<file path="src/rtl/nibble_serial_tx.sv">
// Parallel-to-serial frame transmitter: start bit, DATA_WIDTH data bits LSB first, stop bit.
// Define NIBBLE_SERIAL_TX_PARITY_EN to insert an even-parity bit between the data and stop bits.
module nibble_serial_tx #(
    parameter int unsigned DATA_WIDTH   = 4,
    parameter int unsigned CLKS_PER_BIT = 4
) (
    input  logic                  clk,
    input  logic                  clr,
    input  logic [DATA_WIDTH-1:0] din,
    input  logic                  load,
    output logic                  busy,
    output logic                  tx,
    output logic                  sent
);

    localparam int unsigned CycW = (CLKS_PER_BIT > 1) ? $clog2(CLKS_PER_BIT) : 1;
    localparam int unsigned BitW = (DATA_WIDTH > 1) ? $clog2(DATA_WIDTH) : 1;
    localparam logic [CycW-1:0] CycLast = CycW'(CLKS_PER_BIT - 1);
    localparam logic [BitW-1:0] BitLast = BitW'(DATA_WIDTH - 1);

    typedef enum logic [2:0] {
        StIdle,
        StStart,
        StData,
        StParity,
        StStop
    } state_e;

    state_e                state_q, state_d;
    logic [CycW-1:0]       cyc_q, cyc_d;
    logic [BitW-1:0]       bit_q, bit_d;
    logic [DATA_WIDTH-1:0] shift_q, shift_d;
    logic                  tx_q, tx_d;
    logic                  busy_q, busy_d;
    logic                  sent_q, sent_d;
    logic                  cyc_last;
`ifdef NIBBLE_SERIAL_TX_PARITY_EN
    logic                  parity_q, parity_d;
`endif

    assign cyc_last = (cyc_q == CycLast);

    always_comb begin
        state_d = state_q;
        cyc_d   = cyc_q;
        bit_d   = bit_q;
        shift_d = shift_q;
        sent_d  = 1'b0;
`ifdef NIBBLE_SERIAL_TX_PARITY_EN
        parity_d = parity_q;
`endif

        if (state_q != StIdle) begin
            cyc_d = cyc_last ? '0 : cyc_q + CycW'(1);
        end

        case (state_q)
            StIdle: begin
                if (load) begin
                    shift_d = din;
                    cyc_d   = '0;
                    bit_d   = '0;
                    state_d = StStart;
`ifdef NIBBLE_SERIAL_TX_PARITY_EN
                    parity_d = ^din;
`endif
                end
            end
            StStart: begin
                if (cyc_last) state_d = StData;
            end
            StData: begin
                if (cyc_last) begin
                    shift_d = shift_q >> 1;
                    if (bit_q == BitLast) begin
                        bit_d = '0;
`ifdef NIBBLE_SERIAL_TX_PARITY_EN
                        state_d = StParity;
`else
                        state_d = StStop;
`endif
                    end else begin
                        bit_d = bit_q + BitW'(1);
                    end
                end
            end
`ifdef NIBBLE_SERIAL_TX_PARITY_EN
            StParity: begin
                if (cyc_last) state_d = StStop;
            end
`endif
            StStop: begin
                if (cyc_last) begin
                    state_d = StIdle;
                    sent_d  = 1'b1;
                end
            end
            default: state_d = StIdle;
        endcase

        // Outputs are registered, so they are decoded from the next state.
        busy_d = (state_d != StIdle);
        case (state_d)
            StStart:  tx_d = 1'b0;
            StData:   tx_d = shift_d[0];
`ifdef NIBBLE_SERIAL_TX_PARITY_EN
            StParity: tx_d = parity_d;
`endif
            default:  tx_d = 1'b1;
        endcase
    end

    always_ff @(posedge clk) begin
        if (clr) begin
            state_q <= StIdle;
            cyc_q   <= '0;
            bit_q   <= '0;
            shift_q <= '0;
            tx_q    <= 1'b1;
            busy_q  <= 1'b0;
            sent_q  <= 1'b0;
        end else begin
            state_q <= state_d;
            cyc_q   <= cyc_d;
            bit_q   <= bit_d;
            shift_q <= shift_d;
            tx_q    <= tx_d;
            busy_q  <= busy_d;
            sent_q  <= sent_d;
        end
    end

`ifdef NIBBLE_SERIAL_TX_PARITY_EN
    always_ff @(posedge clk) begin
        if (clr) parity_q <= 1'b0;
        else     parity_q <= parity_d;
    end
`endif

    assign tx   = tx_q;
    assign busy = busy_q;
    assign sent = sent_q;

endmodule
</file>
<file path="config.mk">
export PLATFORM = sky130hd
export DESIGN_NAME = nibble_serial_tx
export DESIGN_NICKNAME = d
export VERILOG_FILES = /design/src/rtl/nibble_serial_tx.sv
export SDC_FILE = /design/constraint.sdc
export NUM_CORES = 1
export LEC_CHECK = 0
export BUFFER_PORTS_ARGS = -buffer_cell sky130_fd_sc_hd__buf_4
export CAP_MARGIN = 20
export CORE_MARGIN = 2
export CORE_UTILIZATION = 52
export CTS_CLUSTER_DIAMETER = 30
export CTS_CLUSTER_SIZE = 8
export DETAILED_ROUTE_END_ITERATION = 16
export PLACE_DENSITY_LB_ADDON = 0.2
export RECOVER_POWER = 100
export SETUP_SLACK_MARGIN = 0.5
export SKIP_LAST_GASP = 1
export SYNTH_ARGS = -nofsm -noshare
export SYNTH_HDL_FRONTEND = slang
export SYNTH_SLANG_ARGS = --single-unit
export TNS_END_PERCENT = 30
</file>
<file path="constraint.sdc">
create_clock -name clk -period 2.3 [get_ports clk]
set_clock_uncertainty 0.15 [all_clocks]
set_input_delay 0.345 -clock clk [delete_from_list [all_inputs] [get_ports clk]]
set_output_delay 0.345 -clock clk [all_outputs]
set_load 0.005 [all_outputs]
</file>
==> flow_summary.json, run 1 <==
{
  "synth_cell_types": 27,
  "drtIter0Drc": 9,
  "finalCriticalPeriod_ps": 1870,
  "seq_area_sq_um": 282,
  "p_per_area_mw_per_mm2": 593,
  "rows": 12,
  "avgSynthCellArea_sq_um": 9.37,
  "cp_data_required_time_ps": 2360,
  "maxCapViolCount": 0,
  "hold_violations": 0,
  "reg2reg_to": "bit_q[0]$_SDFFE_PP0P_",
  "syn_area_sq_um": 674,
  "cts_root_buffer": "clkbuf_4",
  "antenna_found_initial": 0,
  "cts_hold_buf": 0,
  "min_path_type": "primary input to flip-flop",
  "vdd_drop_max_v": 0.000285,
  "die_area_sq_mm": 0.00160,
  "rsz0062_at_grt": "yes",
  "die-width_um": 40.0,
  "dieHeight_um": 40.0,
  "finalCritPeriodShare": 0.812,
  "antennaDiodeCount": 0,
  "viasPerCell": 5.56,
  "clkSlewWorstSetupHoldPaths_ps": 80,
  "route.detailed.drc": 0,
  "synth_top_area_share": 0.416,
  "ant_nets": 0,
  "critical_path_arrival_ps": 1930,
  "nets": 92,
  "hold_end": "shift_q[1]$_SDFFE_PP0P_",
  "area.growth.synth_to_final_pct": 9.28,
  "drive_gt1_frac": 0.225,
  "worstMarginPinSlew_ps": 425,
  "start_kind": "flip-flop",
  "hold_start": "din[1]",
  "htreeDepth": 1,
  "fmax_mhz": 535,
  "wirelength_mm": 1.15,
  "cts_buffer_depth": 2,
  "place_congestion": 0.807,
  "synth-edff-count": 0,
  "portBuffers": 9,
  "fin_tns_setup_ps": 0,
  "initial_core_util": 0.583,
  "status": "finished clean",
  "grt_pass1_wl_mm": 1.85,
  "critPathLaunch": "state_q[0]$_SDFF_PP0_",
  "grt.total_usage": 0.178,
  "n_fill_cell": 93,
  "io_pins": 10,
  "numCtsBuffers": 3,
  "cp_max_fo": 9,
  "ys_ff_latch": 14,
  "dp.final_hpwl_um": 860,
  "synth.area.top_cells": "dfxtp_1 (42%), ha_1 (5.6%), nor2_1 (4.5%), a31oi_1 (3.7%), nor4b_4 (3.5%)",
  "yosys.area.top_type": "dfxtp_1",
  "synthCells": 72,
  "path_class": "flip-flop to flip-flop",
  "multi_input_area_sq_um": 325,
  "yosys_warnings": 0,
  "synthArstFlopShare": 0,
  "finalHoldWorstSlack_ps": 172,
  "slew_headroom": 0.717,
  "final_max_slew_viol_count": 0,
  "ff2ff_setup_slack_ps": 430,
  "vias": 523,
  "core_area_sq_mm": 0.00116,
  "gr-total-overflow": 0,
  "synth_fp_nets": 82,
  "grt_max_degree": 15,
  "clock-sinks": 14,
  "cts_tree": "done",
  "ys.flop_type": "dfxtp_1",
  "reg2regPathDepth": 4,
  "wl_per_cell_um": 12.3,
  "dr.pass1.iters": 4,
  "hold_path_depth": 3,
  "p_leak_uw": 0.000294,
  "crit-reg2reg-launch": "state_q[0]$_SDFF_PP0_",
  "seq_area_frac_synth": 0.416,
  "clkLatencyLatePin_ps": 270,
  "grt_pass1_vias": 435,
  "setup_violations": 0,
  "end_kind": "flip-flop"
}
==> layout make-up <==
cell class | instances | share of cell area
repair buffers | 10 | 0.102
flip-flops and latches | 14 | 0.382
well taps | 14 | 0.0238
clock buffers | 3 | 0.0306
inverters | 4 | 0.0204
multi-input cells | 49 | 0.441
==> flip-flops by register name (all words and copies together) (netlist names) <==
| register | count |
|---|---|
| bit_q | 2 |
| tx | 1 |
| cyc_q | 2 |
| state_q | 3 |
| sent | 1 |
| busy | 1 |
| shift_q | 4 |
==> metrics by stage <==
step	utilization	total power, uW	setup WS, ps	instance area, sq um	instances
5_1_grt	0.637	455	306	737	94
3_5_place_dp	0.633	314	479	732	91
4_1_cts	0.654	446	561	756	94
2_1_floorplan	-	296	528	674	72
3_3_place_gp	0.633	313	485	732	91
6_report	0.637	437	431	737	94
==> worst max path at each step <==
| stage | endpoint | slack [ps] | depth (start not counted) |
|---|---|---|---|
| finish | bit_q[0]$_SDFFE_PP0P_ | 430 | 4 |
| global route | tx$_SDFF_PP1_ | 310 | 5 |
| CTS | tx$_SDFF_PP1_ | 560 | 5 |
| detailed placement | bit_q[0]$_SDFFE_PP0P_ | 480 | 4 |
| global placement | bit_q[0]$_SDFFE_PP0P_ | 490 | 4 |
| floorplan | bit_q[0]$_SDFFE_PP0P_ | 530 | 5 |
==> layer usage <==
layer	track usage	routed length, um	up-vias
met3	0.0333	60	4
met1	0.244	577	223
met5	0	0	-
li1	-	-	278
met2	0.246	496	18
met4	0.129	18	0
==> cell usage in the layout (no fill, tap or decap), drive strengths merged, types with 4 or more instances in the layout <==
cell type	synthesis	routed
a21oi	5	5
a31oi	4	4
buf	3	7
clkbuf	2	6
dfxtp	14	14
inv	4	4
nand2	6	6
nor2	8	8
nor3b	4	4
==> cells in the mapped netlist (all sizes together), types with 2 or more instances <==
master,n
a21oi,5
a22oi,2
a31oi,4
buf,3
clkbuf,2
dfxtp,14
ha,3
inv,4
nand2,6
nor2,8
nor3,2
nor3b,4
o211ai,3
o21ai,2
==> logic make-up after synthesis <==
family                   share of synthesized area
AND/OR/NAND/NOR                              0.265
AO/OA/AOI/OAI                                0.189
buffers and inverters                       0.0742
adder cells (fa/ha/maj)                     0.0557
flip-flops                                   0.416
==> report_power, final <==
| group | internal, uW | switching, uW |
|---|---|---|
| Combinational | 23.2 | 22.2 |
| Sequential | 252 | 7.62 |
| Clock | 60.6 | 71.0 |
| Total | 336 | 101 |
==> worst max-delay path, cell delays in order (launching register included) <==
cell and delay (ps):
dfxtp_1 400, nor4b_1 410, a21oi_1 180, or4b_1 530, a21oi_1 130
==> timing repair <==
item                       in CTS  in global routing
pin swaps                       0                  0
setup endpoints to repair       1                  3
gates resized for setup         1                  1
setup buffers                   0                  0
Power figures use the tool's default switching activity.
==> inputs of run 2 (changes only) <==
==> constraint.sdc (replaced) <==
create_clock -name clk -period 1.9 [get_ports clk]
set_clock_uncertainty 0.15 [all_clocks]
set_input_delay 0.285 -clock clk [delete_from_list [all_inputs] [get_ports clk]]
set_output_delay 0.285 -clock clk [all_outputs]
set_load 0.005 [all_outputs]
==> flow_summary.json, run 2 (synthesized netlist as in run 1, its figures left out) <==
{
  "wl_per_cell_um": 13.9,
  "cts_root_buffer": "clkbuf_4",
  "drtIter0Drc": 10,
  "die-width_um": 40.0,
  "crit_family": "simple AND/OR/NAND/NOR gates",
  "crit_path_cell_trace": "ha_1 -> a21oi_1 -> or4b_4 -> a21oi_1",
  "critical_path_arrival_ps": 1730,
  "rows": 12,
  "cts_tree": "done",
  "crit_top_cell": "a21oi_1",
  "slew_headroom": 0.742,
  "antennaDiodeCount": 0,
  "largest_register_ffs": 4,
  "place_congestion": 0.825,
  "finalCritPeriodShare": 0.880,
  "final_max_slew_viol_count": 0,
  "htreeDepth": 1,
  "grt_pass1_wl_mm": 2.28,
  "cts_buffer_depth": 2,
  "nets": 98,
  "layout_common_cells": "buf_4 (11), dfxtp_1 (10), nor2_1 (8)",
  "placedCellCount": 91,
  "core_area_sq_mm": 0.00116,
  "vdd_drop_max_v": 0.000550,
  "rsz0062_at_grt": "yes",
  "grt_max_degree": 15,
  "critPathMaxStageDelay_ps": 490,
  "cp_data_required_time_ps": 1960,
  "finalCriticalPeriod_ps": 1670,
  "dieHeight_um": 40.0,
  "clock-sinks": 14,
  "cp_max_fo": 8,
  "initial_core_util": 0.583,
  "portBuffers": 9,
  "path_class": "flip-flop to flip-flop",
  "worstMarginPinSlew_ps": 385,
  "status": "finished clean",
  "p_leak_uw": 0.000338,
  "drive_gt1_frac": 0.356,
  "final_common_cell": "buf_4",
  "clkLatencyLatePin_ps": 280,
  "wirelength_mm": 1.40,
  "grt.total_usage": 0.224,
  "p_seq_frac": 0.529,
  "antenna_found_initial": 0,
  "min_path_type": "primary input to flip-flop",
  "p_int_uw": 457,
  "worst-path-buf-inv": 0,
  "largest-register": "shift_q",
  "clockPowerShare": 0.352,
  "cp_slowest_cell": "or4b_4",
  "area.growth.synth_to_final_pct": 23.0,
  "cts_hold_buf": 0,
  "p_sw_frac": 0.226,
  "die_area_sq_mm": 0.00160,
  "dp.final_hpwl_um": 926,
  "hold_violations": 0,
  "gr-total-overflow": 0,
  "final_cells": 101,
  "p_per_area_mw_per_mm2": 711,
  "clkSlewWorstSetupHoldPaths_ps": 80,
  "setup_violations": 0,
  "fin_tns_setup_ps": 0,
  "final_util": 0.718,
  "numCtsBuffers": 3,
  "top_regs": "shift_q (4), state_q (3)",
  "io_pins": 10,
  "start_kind": "flip-flop",
  "ant_nets": 0,
  "vias": 595,
  "fmax_mhz": 598,
  "route.detailed.drc": 0,
  "dr.pass1.iters": 4,
  "maxCapViolCount": 0,
  "end_kind": "flip-flop",
  "grt_pass1_vias": 559,
  "viasPerCell": 5.89,
  "p_comb_frac": 0.119,
  "switching_power_uw": 134
}
-- run 2: metrics by stage --
step	hold WS (ps)	instance area [sq um]	setup slack, ps	total power, uW
6_report	112	830	229	590
5_1_grt	117	830	162	616
4_1_cts	113	846	268	600
3_5_place_dp	304	747	113	384
3_3_place_gp	297	747	150	381
2_1_floorplan	204	699	169	360
-- run 2: final cells by class --
type	instances	area, sq um
inverter	4	15.0
timing repair buffer	16	113
sequential	14	290
fill	91	327
tap	14	17.5
multi-input combinational	49	358
clock buffer	4	36.3
-- run 2: power groups by stage --
stage	Clock, uW	Sequential, uW	Combinational [uW]
floorplan	0	319	41.1
CTS	213	314	72.8
detailed placement	0	324	59.8
finish	208	312	70.2
global placement	0	323	57.6
global route	224	314	78.4
-- run 2: path summary, 6_finish.rpt --
| check | startpoint | endpoint | slack, ps | depth (start not counted) |
|---|---|---|---|---|
| setup / recovery | cyc_q[0]$_SDFF_PP0_ | bit_q[0]$_SDFFE_PP0P_ | 230 | 4 |
| hold / removal | din[3] | shift_q[3]$_SDFFE_PP0P_ | 110 | 3 |
| hold reg to reg | bit_q[1]$_SDFFE_PP0P_ | bit_q[1]$_SDFFE_PP0P_ | 320 | 2 |
| setup reg to reg | cyc_q[0]$_SDFF_PP0_ | bit_q[0]$_SDFFE_PP0P_ | 230 | 4 |
-- run 2: tightest hold or removal path, cell delays in order --
cell,delay [ps]
buf_4,80
a22oi_1,60
nor2_1,80
-- run 2: timing repair --
action                     CTS  global route
gates resized for setup      9             2
buffers inserted             5             1
setup endpoints to repair    8            12
pin swaps                    2             2
-- run 2: per-layer routing --
metal	up-vias	wire (um)	track usage
li1	293	-	-
met1	280	592	0.250
met2	20	688	0.399
met3	2	104	0.0833
met4	0	15	0.0517
met5	-	0	0
